==> src/rtl/fetch_sequencer.sv <==
// Program-counter controller for the instruction-fetch stage: runs a program
// from an entry point until a halt word or the instruction budget is reached.
module fetch_sequencer #(
  parameter logic [15:0] MAX_INS   = 16'd0,
  parameter logic [31:0] HALT_WORD = 32'hFFFF_FFFF,
  parameter int          CNT_W     = 16
) (
  input  logic             clk,
  input  logic             rst_n,
  input  logic             start,
  input  logic [31:0]      entry,
  input  logic             stall,
  input  logic             zero,
  input  logic [31:0]      ins,
  input  logic [31:0]      pcp4,
  output logic [31:0]      pc,
  output logic             busy,
  output logic             done,
  output logic [CNT_W-1:0] retired
);

  localparam int         CMP_W  = (CNT_W > 16) ? CNT_W : 16;
  localparam logic [5:0] OP_J   = 6'h02;
  localparam logic [5:0] OP_BEQ = 6'h04;

  typedef enum logic [1:0] {
    S_IDLE = 2'd0,
    S_RUN  = 2'd1,
    S_HALT = 2'd2
  } state_t;

  state_t             r_state;
  logic [31:0]        r_pc;
  logic [CNT_W-1:0]   r_retired;
  logic               r_busy;
  logic               r_done;

  logic [5:0]         w_opcode;
  logic [31:0]        w_br_off;
  logic [31:0]        w_next_pc;
  logic [CNT_W-1:0]   w_ret_inc;
  logic               w_is_halt;
  logic               w_budget_hit;

  // Next-PC selection, retire count and halt/budget detection
  always_comb begin
    w_opcode     = ins[31:26];
    w_br_off     = {{14{ins[15]}}, ins[15:0], 2'b00};
    w_ret_inc    = r_retired + CNT_W'(1);
    w_is_halt    = (ins == HALT_WORD);
    // Compare in a common width so narrow counters never truncate the budget
    w_budget_hit = (MAX_INS != 16'd0) && (CMP_W'(w_ret_inc) == CMP_W'(MAX_INS));
    case (w_opcode)
      OP_J: begin
        w_next_pc = {pcp4[31:28], ins[25:0], 2'b00};
      end
      OP_BEQ: begin
        if (zero) begin
          w_next_pc = pcp4 + w_br_off;
        end else begin
          w_next_pc = pcp4;
        end
      end
      default: begin
        w_next_pc = pcp4;
      end
    endcase
  end

  // Sequencer FSM with registered pc, counter and status outputs
  always_ff @(posedge clk or negedge rst_n) begin
    if (!rst_n) begin
      r_state   <= S_IDLE;
      r_pc      <= 32'd0;
      r_retired <= '0;
      r_busy    <= 1'b0;
      r_done    <= 1'b0;
    end else begin
      case (r_state)
        S_IDLE, S_HALT: begin
          if (start) begin
            r_state   <= S_RUN;
            r_pc      <= {entry[31:2], 2'b00};
            r_retired <= '0;
            r_busy    <= 1'b1;
            r_done    <= 1'b0;
          end else begin
            r_state   <= r_state;
            r_pc      <= r_pc;
            r_retired <= r_retired;
            r_busy    <= r_busy;
            r_done    <= r_done;
          end
        end
        S_RUN: begin
          if (stall) begin
            r_state   <= S_RUN;
            r_pc      <= r_pc;
            r_retired <= r_retired;
            r_busy    <= 1'b1;
            r_done    <= 1'b0;
          end else if (w_is_halt) begin
            // pc stays on the halt word, which is not counted
            r_state   <= S_HALT;
            r_pc      <= r_pc;
            r_retired <= r_retired;
            r_busy    <= 1'b0;
            r_done    <= 1'b1;
          end else if (w_budget_hit) begin
            r_state   <= S_HALT;
            r_pc      <= w_next_pc;
            r_retired <= w_ret_inc;
            r_busy    <= 1'b0;
            r_done    <= 1'b1;
          end else begin
            r_state   <= S_RUN;
            r_pc      <= w_next_pc;
            r_retired <= w_ret_inc;
            r_busy    <= 1'b1;
            r_done    <= 1'b0;
          end
        end
        default: begin
          r_state   <= S_IDLE;
          r_pc      <= 32'd0;
          r_retired <= '0;
          r_busy    <= 1'b0;
          r_done    <= 1'b0;
        end
      endcase
    end
  end

  assign pc      = r_pc;
  assign busy    = r_busy;
  assign done    = r_done;
  assign retired = r_retired;

endmodule

==> config.mk <==
export PLATFORM = sky130hd
export DESIGN_NAME = fetch_sequencer
export DESIGN_NICKNAME = d
export VERILOG_FILES = /design/src/rtl/fetch_sequencer.sv
export SDC_FILE = /design/constraint.sdc
export NUM_CORES = 1
export LEC_CHECK = 0
export BUFFER_PORTS_ARGS = -buffer_cell sky130_fd_sc_hd__buf_2
export CAP_MARGIN = 20
export CORE_UTILIZATION = 35
export CTS_CLUSTER_DIAMETER = 100
export DETAILED_ROUTE_END_ITERATION = 12
export GPL_TIMING_DRIVEN = 0
export PLACE_DENSITY = 0.68
export SETUP_SLACK_MARGIN = 0.4
export SKIP_CTS_REPAIR_TIMING = 1
export SLEW_MARGIN = 30
export SYNTH_ARGS = -nofsm -noshare
export SYNTH_HDL_FRONTEND = slang
export SYNTH_SLANG_ARGS = --single-unit
export TNS_END_PERCENT = 20
==> constraint.sdc <==
create_clock -name clk -period 1.8 [get_ports clk]
set_input_delay 0.09 -clock clk [delete_from_list [all_inputs] [get_ports clk]]
set_output_delay 0.09 -clock clk [all_outputs]
set_load 0.01 [all_outputs]
# [Word-level counts from Yosys, hierarchy flattened]
# Index checks and enable logic that the tools add are counted.
[totals] input_bits=101 regBits=52 output_inout_bits=50
[classes] add_sub_neg=2 n_eq_ne=8 n_mux=22 reduce_logical=3
[ops] cell="2-to-1 mux 32 bit" n=4
[ops] cell="one-hot mux 32 bit (2 select lines)" n=2
[ops] cell="2-to-1 mux 16 bit" n=3
[ops] cell="adder 32 bit" n=1
[ops] cell="== test 32 bit, second input constant" n=1
[ops] cell="one-hot mux 16 bit (2 select lines)" n=1
[ops] cell="adder 16 x 1 -> 16 bit, second input constant" n=1
[ops] cell="== test 6 x 2 -> 1 bit, second input constant" n=1
[ops] cell="== test 6 x 3 -> 1 bit, second input constant" n=1
[ops] cell="2-to-1 mux 1 bit" n=6
[ops] cell="2-to-1 mux 2 bit" n=3
[ops] cell="inequality test 2 bit, second input constant" n=3
[ops] cell="one-hot mux 1 bit (2 select lines)" n=2
[ops] cell="one-hot mux 2 bit (2 select lines)" n=1
[ops] cell="AND reduction 3 bit" n=1
[ops] cell="== test 2 x 1 -> 1 bit, second input constant" n=1
[ops] cell="== test 2 bit, second input constant" n=1
[ops] cell="zero test 2 bit" n=1
[ops] cell="OR reduction 2 bit" n=1

# [Logic depth before layout (Yosys ltp)]
[depth] ltp_word=6 mapped_depth=12 mapped_depth_nobuf=12

# [Worst setup path after synthesis]
# OpenSTA, ideal clock, no wires.
[synth_path] kind="input-to-reg" from="input port ins[13]" to="register r_pc[26] (netlist: pc[26])" stages=11 setup_time_ns=0.095 t_arrival_ns=2.154 required_time_ns=1.705 n_path_buf=1 path_slack_ns=-0.450 cell_sequence="ha_1 > buf_2 > a21o_1 > a21o_1 > a211oi_1 > o21ai_1 > or3b_1 > o211ai_1 > mux2i_1 > a21oi_1 > o31ai_1"
[synth_between] elab_chain_len=6 elab_cells_between_ends=9 classes_between="1 x add/sub; 2 x eq/ne; 5 x mux; 1 x reduce/logical"
[synth_lines] element="from (decl)" line_no="14" text="input logic [31:0] ins,"
[synth_lines] element="adder 32 bit" line_no="59" text="w_next_pc = pcp4 + w_br_off;"
[synth_lines] element="2-to-1 mux 32 bit" line_no="58" text="if (zero) begin"
[synth_lines] element="one-hot mux 32 bit (2 select lines)" line_no="53" text="case (w_opcode)"
[synth_lines] element="2-to-1 mux 32 bit" line_no="102" text="end else if (w_is_halt) begin"
[synth_lines] element="2-to-1 mux 32 bit" line_no="96" text="if (stall) begin"
[synth_lines] element="one-hot mux 32 bit (2 select lines)" line_no="79" text="case (r_state)"
[synth_lines] element="to (signal assigned)" line_no="83" text="r_pc <= {entry[31:2], 2'b00};"
[synth_lines] element="to (signal assigned)" line_no="98" text="r_pc <= r_pc;"
[synth_lines] element="to (signal assigned)" line_no="105" text="r_pc <= r_pc;"
[synth_lines] element="to (decl)" line_no="33" text="logic [31:0] r_pc;"
# Parallel ways exist; a longest one is shown, timed or not. The select of a mux whose other input is x is not followed.
# A chain may end at the register's enable or synchronous reset.

# [Worst setup path after layout]
[layout_path] from="input port pcp4[15]" to="register r_pc[25] (netlist: pc[25])"
[layout_between] elab_chain_len=6
[layout_lines] element="from (decl)" line_no="15" text="input logic [31:0] pcp4,"
[layout_lines] element="adder 32 bit" line_no="59"
[layout_lines] element="2-to-1 mux 32 bit" line_no="58"
[layout_lines] element="one-hot mux 32 bit (2 select lines)" line_no="53"
[layout_lines] element="2-to-1 mux 32 bit" line_no="102"
[layout_lines] element="2-to-1 mux 32 bit" line_no="96"
[layout_lines] element="one-hot mux 32 bit (2 select lines)" line_no="79"
# Every way passes these cells. The select of a mux whose other input is x is not followed.

==> metrics.txt <==
CP startpoint=pcp4[15]; number of vias per cell=5.86; Setup crit start kind=input pin; Syn Inst Count=550; syn_area_per_cell=approximately 8.3 µm²; relative slew slack=between 50% and 60%; Max H-tree Level=2; worst skew pair latency=around 0.29 ns; width of the chip=116 µm; core area=between 10,000 and 15,000 µm²; leakage power=3.02 nW; r2r endpoint=retired[13]$_DFFE_PN0P_; first-pass GRT wire length=roughly 26,000 µm; initial antenna violation count=0; #FFs+latches synth=52; DRT iter0 DRCs=511; unique cell type count in the Yosys netlist=between 60 and 70; drt drc=0; post-synthesis sequential area ratio=28.7%; Vias=~5,200; Synth Net Count=682; Ys Warns=0; setup slack, reg-to-reg=-0.24 ns; TritonCTS buffer count=5; Max Slew Vio Count=0; CTS Sinks=52; height of the chip=roughly 120 µm; Setup Crit Path Kind=in2reg; area delta synth->final=41.5%; vias in the first global route=between 4,000 and 5,000; Worst EP required=1.98 ns; layout cells sized above 1=a little under two fifths; antenna viol nets, final=0; clock transition at the registers of the reported paths=around 0.07 ns; ys flop type=dfrtp_1; Layout Skew=roughly 0.0036 ns; grt total ovfl=0; Final Hold Vio Count=0; Antenna Cells=0; failing checks=setup timing; DP Wirelength=approximately 14,000 µm; CTS tree=yes; total power per unit cell area=~640 nW/µm²; area of the mapped netlist=4540 µm²; clock root cell=clkbuf_16; DR WL/cell=between 15 and 20 µm; most frequent cells in the layout=buf_2 (139), dfrtp_1 (52), nand2_1 (47), a21oi_1 (40), nor2_1 (33); Final WS setup=-0.381 ns; fmax=458 MHz; fillers=around 1,300; unrepaired setup endpoints after global routing=true; maxcap violations=0; status=complete, but fails checks; end point of the critical path=pc[25]$_DFFE_PN0P_; input/output buffers=148; VDD IR max=around 0.37 mV; crit path DAT=roughly 2.4 ns; Rows=between 40 and 50; CP Max Fanout=7; Critical R2R Launch=r_state[0]$_DFFE_PN0P_; Routability Congestion=0.930; total track usage=about a quarter; Slew @ Worst Pin=slightly above 0.7 ns; initial core utilization=a little over a third; Reg2Reg Depth=8; most common cell after layout, fill and taps aside=buf_2; ys async rst share=100%; post-route cell area=around 6400 µm²; die area=about 13,000 µm²; Hold Crit Class=in2reg; Clock Path Buffers=2; Post-synth EDFFs=0; Design Power=between 4 and 5 mW; Placed Area=5590 µm²; fin crit share=121%; largest net degree at the start of global routing=53; crit path time final=approximately 2.2 ns; Final #Nets=850; drt first pass iters=5; DRT Wirelength=17,400 µm; # IOs=151; Final Setup Violations=46; Critical Path End Type=flip-flop
[where the power goes]
part / internal [mW] / leakage, nW / total (mW) / switching (mW)
Sequential: 1.29 / 0.646 / 1.41 / 0.114
Combinational: 0.672 / 2.29 / 1.51 / 0.834
Clock: 0.789 / 0.0899 / 1.20 / 0.407
[stage by stage]
step,TNS (ns),util [%],std cells,setup slack [ns],hold WS [ns]
floorplan,-3.71,-,550,-0.309,-0.206
global placement,-34.80,44.3,870,-0.989,0.340
detailed placement,-35.34,44.3,870,-0.973,0.164
CTS,-22.14,45.8,877,-0.717,-0.138
global route,-13.14,50.9,890,-0.471,0.0694
finish,-8.10,50.9,890,-0.381,0.0556
[worst min path at each step]
stage / start / slack [ns] / endpoint / cells after the start
final: pcp4[0] / 0.06 / pc[0]$_DFFE_PN0P_ / 2
after floorplan: rst_n / -0.21 / busy$_DFFE_PN0P_ / 0
after detailed placement: rst_n / 0.16 / pc[18]$_DFFE_PN0P_ / 1
after global routing: pcp4[1] / 0.07 / pc[1]$_DFFE_PN0P_ / 2
after CTS: rst_n / -0.14 / retired[12]$_DFFE_PN0P_ / 1
after global placement: pcp4[1] / 0.34 / pc[1]$_DFFE_PN0P_ / 2
[registers in the layout, indices dropped and copies added, names as in the netlist]
register	count
busy	1
done	1
pc	32
r_state	2
retired	16
[cell usage after synthesis, drive strengths merged (8+ instances only)]
cell	count	area share (%)
nand3	14	1.5
and3	27	3.7
a22oi	9	1.6
buf	13	1.5
nand2	49	4.0
ha	30	8.3
a21o	15	2.5
nor2	40	3.5
nand4	12	1.7
nand2b	9	1.2
o21ai	51	5.6
inv	10	0.83
xnor2	9	1.7
clkbuf	15	1.2
a221oi	9	2.1
a21oi	49	5.4
nor2b	8	1.1
xor2	19	3.7
dfrtp	52	29
[logic make-up after synthesis]
kind of cell | synth area share [%]
buffers and inverters | 3.61
DFF | 28.7
xor gates and xnor gates | 5.40
AOI/OAI and AO/OA | 29.6
adders and majority gates | 8.71
and+or+nand+nor | 23.6
muxes | 0.441
[worst max-delay path, stage by stage]
cell     delay [ns]
buf_2          0.12
ha_4           0.26
buf_6          0.11
nand2_1        0.09
o21ai_2        0.20
or2_1          0.17
a41oi_4        0.17
o31ai_4        0.39
a21oi_2        0.11
xor2_1         0.20
a21oi_1        0.12
a221o_1        0.32
[metal layers]
metal,vias to the layer above,wire length [µm],part of all wire [%],track usage (%)
met5,-,0,0,0
met4,0,412,2.4,7.35
met1,2507,7430,43,34.0
li1,2437,-,-,-
met3,29,1340,7.7,2.72
met2,241,8180,47,41.8
[area by class of cell]
class,count,area [µm²],area share (%)
Clock inverter,2,60.1,0.935
Multi-Input combinational cell,460,3570,55.6
Sequential cell,52,1300,20.3
Buffer,28,176,2.75
Tap cell,172,215,3.35
Clock buffer,5,125,1.95
Timing Repair Buffer,161,938,14.6
Inverter,10,37.5,0.584
Note: power is estimated with default switching activity, not from simulation.
